[src/rtl/multicycle_control_unit.sv]
// Main sequencer of the multicycle CPU: walks each instruction through IF/ID/EXE/MEM/WB
// and decodes every datapath enable and mux select from (state, opcode, zero).
module multicycle_control_unit (
  input  logic       CLK,
  input  logic       RST,
  input  logic [5:0] opcode,
  input  logic       zero,
  output logic [2:0] state,
  output logic       PCWre,
  output logic [1:0] PCSrc,
  output logic       InsMemRW,
  output logic       IRWre,
  output logic       RegWre,
  output logic [1:0] RegDst,
  output logic       WrRegSrc,
  output logic       ALUSrcA,
  output logic       ALUSrcB,
  output logic       ExtSel,
  output logic [2:0] ALUOp,
  output logic       mRD,
  output logic       mWR,
  output logic       DBDataSrc
);

  localparam logic [2:0] S_IF   = 3'b000;
  localparam logic [2:0] S_ID   = 3'b001;
  localparam logic [2:0] S_EXE  = 3'b010;
  localparam logic [2:0] S_MEM  = 3'b011;
  localparam logic [2:0] S_WB   = 3'b100;
  localparam logic [2:0] S_HALT = 3'b101;

  localparam logic [5:0] OP_ADD  = 6'b000000;
  localparam logic [5:0] OP_SUB  = 6'b000001;
  localparam logic [5:0] OP_ADDI = 6'b000010;
  localparam logic [5:0] OP_OR   = 6'b010000;
  localparam logic [5:0] OP_AND  = 6'b010001;
  localparam logic [5:0] OP_ORI  = 6'b010010;
  localparam logic [5:0] OP_SLL  = 6'b011000;
  localparam logic [5:0] OP_SLT  = 6'b100110;
  localparam logic [5:0] OP_SW   = 6'b110000;
  localparam logic [5:0] OP_LW   = 6'b110001;
  localparam logic [5:0] OP_BEQ  = 6'b110100;
  localparam logic [5:0] OP_J    = 6'b111000;
  localparam logic [5:0] OP_JR   = 6'b111001;
  localparam logic [5:0] OP_JAL  = 6'b111010;
  localparam logic [5:0] OP_HALT = 6'b111111;

  logic [2:0] state_q, state_d;
  logic       is_rtype, is_itype, is_jump, is_defined;
  logic       last_c;

  function automatic logic [2:0] alu_op(input logic [5:0] op);
    case (op)
      OP_SUB, OP_BEQ: alu_op = 3'b001;
      OP_SLL:         alu_op = 3'b010;
      OP_OR, OP_ORI:  alu_op = 3'b011;
      OP_AND:         alu_op = 3'b100;
      OP_SLT:         alu_op = 3'b110;
      default:        alu_op = 3'b000;
    endcase
  endfunction

  function automatic logic [1:0] pc_src(input logic [5:0] op, input logic z);
    case (op)
      OP_J, OP_JAL: pc_src = 2'b11;
      OP_JR:        pc_src = 2'b10;
      OP_BEQ:       pc_src = z ? 2'b01 : 2'b00;
      default:      pc_src = 2'b00;
    endcase
  endfunction

  always_comb begin
    is_rtype   = opcode inside {OP_ADD, OP_SUB, OP_OR, OP_AND, OP_SLL, OP_SLT};
    is_itype   = opcode inside {OP_ADDI, OP_ORI, OP_LW};
    is_jump    = opcode inside {OP_J, OP_JR, OP_JAL};
    is_defined = is_rtype || is_itype || is_jump ||
                 (opcode inside {OP_SW, OP_BEQ, OP_HALT});
  end

  always_comb begin
    state_d = state_q;
    case (state_q)
      S_IF:   state_d = S_ID;
      S_ID: begin
        if (opcode == OP_HALT)            state_d = S_HALT;
        else if (is_jump || !is_defined)  state_d = S_IF;
        else                              state_d = S_EXE;
      end
      S_EXE: begin
        if (opcode == OP_BEQ)                       state_d = S_IF;
        else if (opcode == OP_SW || opcode == OP_LW) state_d = S_MEM;
        else                                         state_d = S_WB;
      end
      S_MEM:  state_d = (opcode == OP_LW) ? S_WB : S_IF;
      S_WB:   state_d = S_IF;
      S_HALT: state_d = S_HALT;
      default: state_d = S_IF;
    endcase
  end

  always_ff @(posedge CLK) begin
    if (!RST) state_q <= S_IF;
    else      state_q <= state_d;
  end

  assign state = state_q;

  // Enables are gated by RST so an instruction caught by reset performs no writes.
  always_comb begin
    last_c    = 1'b0;
    PCWre     = 1'b0;
    PCSrc     = 2'b00;
    InsMemRW  = 1'b0;
    IRWre     = 1'b0;
    RegWre    = 1'b0;
    RegDst    = 2'b00;
    WrRegSrc  = 1'b0;
    ALUSrcA   = 1'b0;
    ALUSrcB   = 1'b0;
    ExtSel    = 1'b0;
    ALUOp     = 3'b000;
    mRD       = 1'b0;
    mWR       = 1'b0;
    DBDataSrc = 1'b0;

    case (state_q)
      S_ID:    last_c = is_jump || !is_defined;
      S_EXE:   last_c = (opcode == OP_BEQ);
      S_MEM:   last_c = (opcode == OP_SW);
      S_WB:    last_c = 1'b1;
      default: last_c = 1'b0;
    endcase

    PCWre    = RST && last_c;
    PCSrc    = PCWre ? pc_src(opcode, zero) : 2'b00;
    InsMemRW = RST && (state_q == S_IF);
    IRWre    = RST && (state_q == S_IF);
    RegWre   = RST && ((state_q == S_WB) || (state_q == S_ID && opcode == OP_JAL));
    mWR      = RST && (state_q == S_MEM) && (opcode == OP_SW);
    mRD      = RST && (opcode == OP_LW) && (state_q == S_MEM || state_q == S_WB);

    if (state_q inside {S_ID, S_EXE, S_MEM, S_WB}) begin
      RegDst    = (opcode == OP_JAL) ? 2'b00 : (is_rtype ? 2'b10 : 2'b01);
      WrRegSrc  = (opcode != OP_JAL);
      ALUSrcA   = (opcode == OP_SLL);
      ALUSrcB   = opcode inside {OP_ADDI, OP_ORI, OP_SW, OP_LW};
      ExtSel    = (opcode != OP_ORI);
      ALUOp     = alu_op(opcode);
      DBDataSrc = (opcode == OP_LW);
    end
  end

endmodule

[config.mk]
export PLATFORM = sky130hd
export DESIGN_NAME = multicycle_control_unit
export DESIGN_NICKNAME = d
export VERILOG_FILES = /design/src/rtl/multicycle_control_unit.sv
export SDC_FILE = /design/constraint.sdc
export NUM_CORES = 1
export LEC_CHECK = 0
export ABC_CLOCK_PERIOD_IN_PS = 2350
export CORE_AREA = 2 2 56 47
export DETAILED_ROUTE_END_ITERATION = 10
export DIE_AREA = 0 0 58 49
export RECOVER_POWER = 50
export SLEW_MARGIN = 20
export SYNTH_ARGS = -nofsm -noshare
export SYNTH_HDL_FRONTEND = slang
export SYNTH_SLANG_ARGS = --single-unit
[constraint.sdc]
create_clock -name CLK -period 2.35 [get_ports CLK]
set_input_delay 0.5875 -clock CLK [delete_from_list [all_inputs] [get_ports CLK]]
set_output_delay 0.5875 -clock CLK [all_outputs]
set_load 0.03 [all_outputs]
* Word level (Yosys, flattened, before mapping)
Index checks and enable logic that the tools add are counted.
** Storage, ports and cells
- Register bits :: 3
- Output and inout bits :: 21
- Logic and storage cells :: 69
** Operators by class
- Equal/unequal tests :: 21
- Multiplexer cells :: 20
- Reductions and logical operators :: 27
** Operator list (count)
- 6-bit equality test, second input constant :: 8
- 3-bit case mux with 5 select lines :: 2
- 6-bit by 5-bit equality test with 1-bit output, second input constant :: 4
- 3-bit two-way mux :: 5
- 2-bit two-way mux :: 5
- 3-bit nonzero test :: 3
- 1-bit logical AND :: 8
- 4-bit nonzero test :: 2
- 1-bit logical OR :: 7
- 3-bit by 2-bit equality test with 1-bit output, second input constant :: 2
- 3-bit equality test, second input constant :: 2
- 6-bit by 1-bit equality test with 1-bit output, second input constant :: 1
- 6-bit by 2-bit equality test with 1-bit output, second input constant :: 1
- 6-bit logical NOT :: 1
- 1-bit two-way mux :: 6
- 6-bit by 5-bit inequality test with 1-bit output, second input constant :: 1
- 6-bit inequality test, second input constant :: 1
- 2-bit case mux with 3 select lines :: 1
- 6-bit nonzero test :: 1
- 2-bit OR reduction :: 3
- 1-bit case mux with 4 select lines :: 1
- 3-bit by 1-bit equality test with 1-bit output, second input constant :: 1
- 3-bit logical NOT :: 1
- 1-bit logical NOT :: 1

* Logic depth before layout (Yosys ltp)
- Depth after elaboration :: 10
- Depth in mapped cells :: 6
- Mapped depth without buffers :: 4

* Worst setup path after synthesis
Ideal clock, no wire load.
- Path type :: input-to-output
- From :: input opcode[3]
- To :: output PCSrc[0]
- Arrival :: 2133 ps
- Data required time :: 1762 ps
- Path slack :: -370 ps
- Cell stages on the path :: 5
- Cells stage by stage :: clkbuf_1 a211oi_1 o31ai_2 nand4b_1 a2111oi_2
** On the way
- Cells in the longest elaborated chain, start to end :: 10
- Elaborated cells between the ends (all ways) :: 29
- Those cells by class :: eq/ne (14); mux (3); reduce/logical (12)
** RTL lines
- start: declaration :: line 6 : input logic [5:0] opcode,
- 6-bit by 1-bit equality test with 1-bit output, or another cell as far along :: line 73 : is_rtype = opcode inside {OP_ADD, OP_SUB, OP_OR, OP_AND, OP_SLL, OP_SLT};
- 6-bit nonzero test or 3-bit nonzero test (tied branches) :: line 73, 74
- 1-bit logical OR (3 in series) :: line 76 : is_defined = is_rtype || is_itype || is_jump ||
- 1-bit logical NOT :: line 127 : S_ID: last_c = is_jump || !is_defined;
- 1-bit logical OR :: line 127
- 1-bit case mux with 4 select lines :: line 126 : case (state_q)
- 1-bit logical AND :: line 134 : PCWre = RST && last_c;
- 2-bit two-way mux * :: line 135 : PCSrc = PCWre ? pc_src(opcode, zero) : 2'b00;
- end: declaration :: line 10 : output logic [1:0] PCSrc,
Mark *: on every way between the ends. The rest lies on a longest branch, timed or not.

* Final worst setup path
- From :: input opcode[4]
- To :: output PCSrc[1]
The elaborated chain is that of the path after synthesis.

==> reports/metrics.yaml <==
rows: 16
r2r_slack_ns: 1.02
grt_busiest_layer: "met2"
initialDrtViolationCount: 21
antenna_found_initial: 0
status: "complete, but fails checks"
cts-root-buf: "clkbuf_4"
irDropWorstVdd_mv: 0.237
die_area_um2: 2840
critPathMaxStageDelay_ns: 0.23
synth-seq-cells: 3
num_vias: 1065
min_to: "state[0]"
ys_async_sr_fraction_pct: 0
grt_pass1_wl_mm: 4.53
dr.pass1.iters: 4
tightest_slew_ns: 0.386
layout.nets: 187
yosys-top-cells-area: "dfxtp_1, nor3_1, nor2_1"
r2r-start: "state[0]"
diodes: 0
grtUsageMet3_pct: 1.59
whs_path_depth: 2
ios: 30
crit_chain: "buf_8, buf_4, and3b_1, o21ai_1, nand4b_1, buf_4, a211oi_4, buf_6"
layout_commonest_cell: "buf_4"
h-tree-depth: 1
synth_flop_cell: "dfxtp_1"
critical_path.top_delay_family: "buffers and inverters"
slew_headroom_pct: 73.6
crit_start: "opcode[4]"
clkLatencyLatePin_ns: 0.24
holdCritStartpoint: "state[0]"
ys_types: 39
cts_made_buffers: 3
end_kind: "output port"
rsz0062_at_grt: "yes"
synth_nets: 112
wire_per_inst_um: 14.8
yosysTopAreaCellShare_pct: 9.23
crit_required_ns: 1.76
netlist_instances: 103
cp_slowest_cell: "nand4b_1"
synth.avg_cell_area_um2: 6.32
arrival_ns: 2.00
setup_viol: 7
reg2regPathDepth: 5
critPathMaxFanout: 4
areaGrowthSynthToFinish_pct: 144
clock-sinks: 3
synth_area_um2: 651
skew_ns: 0.00869
die_h_um: 49
ant_nets: 0
finalSetupTns_ns: -0.661
synth_largest_area_cell: "dfxtp_1"
hold_ws_ns: 0.690
final_max_slew_viol_count: 0
drive_gt1_share_pct: 61.6
violations: "negative setup slack"
viasPerCell: 5.22
cts_tree: "built"
hold_violations: 0
fillers: 176
cap_violations: 0
grt_max_degree: 13
ys_seq_area_share_pct: 9.23
synth_edf_count: 0
final_cell_mix: "buf_4, buf_6, nor2_1"
dp.cells: 187
grt_overflow: 0
seqCellArea_um2: 60.1
gr-usage-all-layers_pct: 20.3
fin_crit_sh_pct: 110
finalWeightedCongestion: 0.821
finalInstanceArea_um2: 1590
leakagePower_uw: 0.000676
largest_reg_flops: 3
rr_endpoint: "state[2]"
placed_area_um2: 1270
core_area_um2: 2320
post-route-min-period_ns: 2.59
fin_cells: 204
drt-total-wl_mm: 3.03
use_met1_pct: 26.6
critPathLaunchType: "primary input"
crit_type: "primary input to output port"
die_x_um: 58
power_uw: 428
drc: 0
min-delay-path-class: "flip-flop to flip-flop"
fin_ws_ns: -0.242
synth_warnings: 0
cp_num_buf_inv: 4
dp_hpwl_mm: 2.08
grt_pass1_vias: 986
clockBufferDepth: 2
initial_core_util_pct: 28.0
cts_hold_buf: 0
timing.fmax_ghz: 0.386
multiInputGateArea_um2: 732
crit_path_frequent_cell: "buf_4"
power_density_nw_per_um2: 269
path_clk_slew_ns: 0.03
port_buffers: 29
met2_usage_pct: 35.4
[worst register-to-register path: stages (launching register included)]
cell and delay [ns]:
dfxtp_1 0.42, buf_4 0.19, inv_1 0.08, nor4_1 0.24, o31ai_1 0.12, a21boi_0 0.21
[how the worst max path moves through the flow]
stage / to / slack [ns] / cells past startpoint
after floorplan: PCSrc[0] / -0.22 / 5
after global placement: PCSrc[0] / -0.66 / 7
after detailed placement: PCSrc[0] / -0.73 / 7
after CTS: PCSrc[1] / -0.28 / 8
after global routing: PCSrc[1] / -0.32 / 8
final: PCSrc[1] / -0.24 / 8
[layer usage]
layer | up-vias | part of all wire, %
met5 | - | 0
met4 | 0 | 0.50
met3 | 2 | 2.2
met2 | 22 | 54
met1 | 510 | 43
li1 | 531 | -
[what timing repair did]
action                                  CTS  global route
pin swaps                                11            16
endpoints found under the setup margin   16            14
buffers inserted                          4             9
gates resized for setup                  57            34
[metrics by stage]
step,utilization [%],setup slack (ns)
floorplan,-,-0.216
global placement,54.6,-0.662
detailed placement,54.6,-0.732
CTS,60.6,-0.284
global route,68.4,-0.324
finish,68.4,-0.242
[cell families (layout without fill, tap and decap cells)]
logic type,count (synthesis),after routing,share of synthesized area (%)
XOR/XNOR,2,2,2.69
AO/OA/AOI/OAI,27,27,30.8
flip-flops,3,3,9.23
buffers and inverters,14,88,10.2
AND/OR/NAND/NOR,57,57,47.1
[cell usage after synthesis (2+ instances only)]
cell      count
o21ai_0       3
nor3b_1       2
clkbuf_1      3
nor3_1       10
dfxtp_1       3
nor2_1       13
nand2_1      11
o211ai_1      2
a21oi_1       5
a21boi_0      2
buf_2         5
a211oi_1      3
nor2b_1       3
nor4_1        4
a31oi_1       2
nand3_1       2
buf_4         2
inv_1         4
nand2b_1      4
[power by group]
| part | internal [µW] | leakage, µW | switching [µW] |
|---|---|---|---|
| sequential | 53.6 | 0.0000246 | 4.38 |
| clock | 63.9 | 0.0000150 | 30.6 |
| combinational | 131 | 0.000636 | 144 |
[cell type report]
cell class / count / share of cell area, %
clock buffer: 4 / 1.65
inverter: 4 / 0.945
multi-input combinational: 86 / 46.1
sequential: 3 / 3.78
tap: 27 / 2.13
timing repair buffer: 80 / 45.4
(Power assumes the default switching activity.)
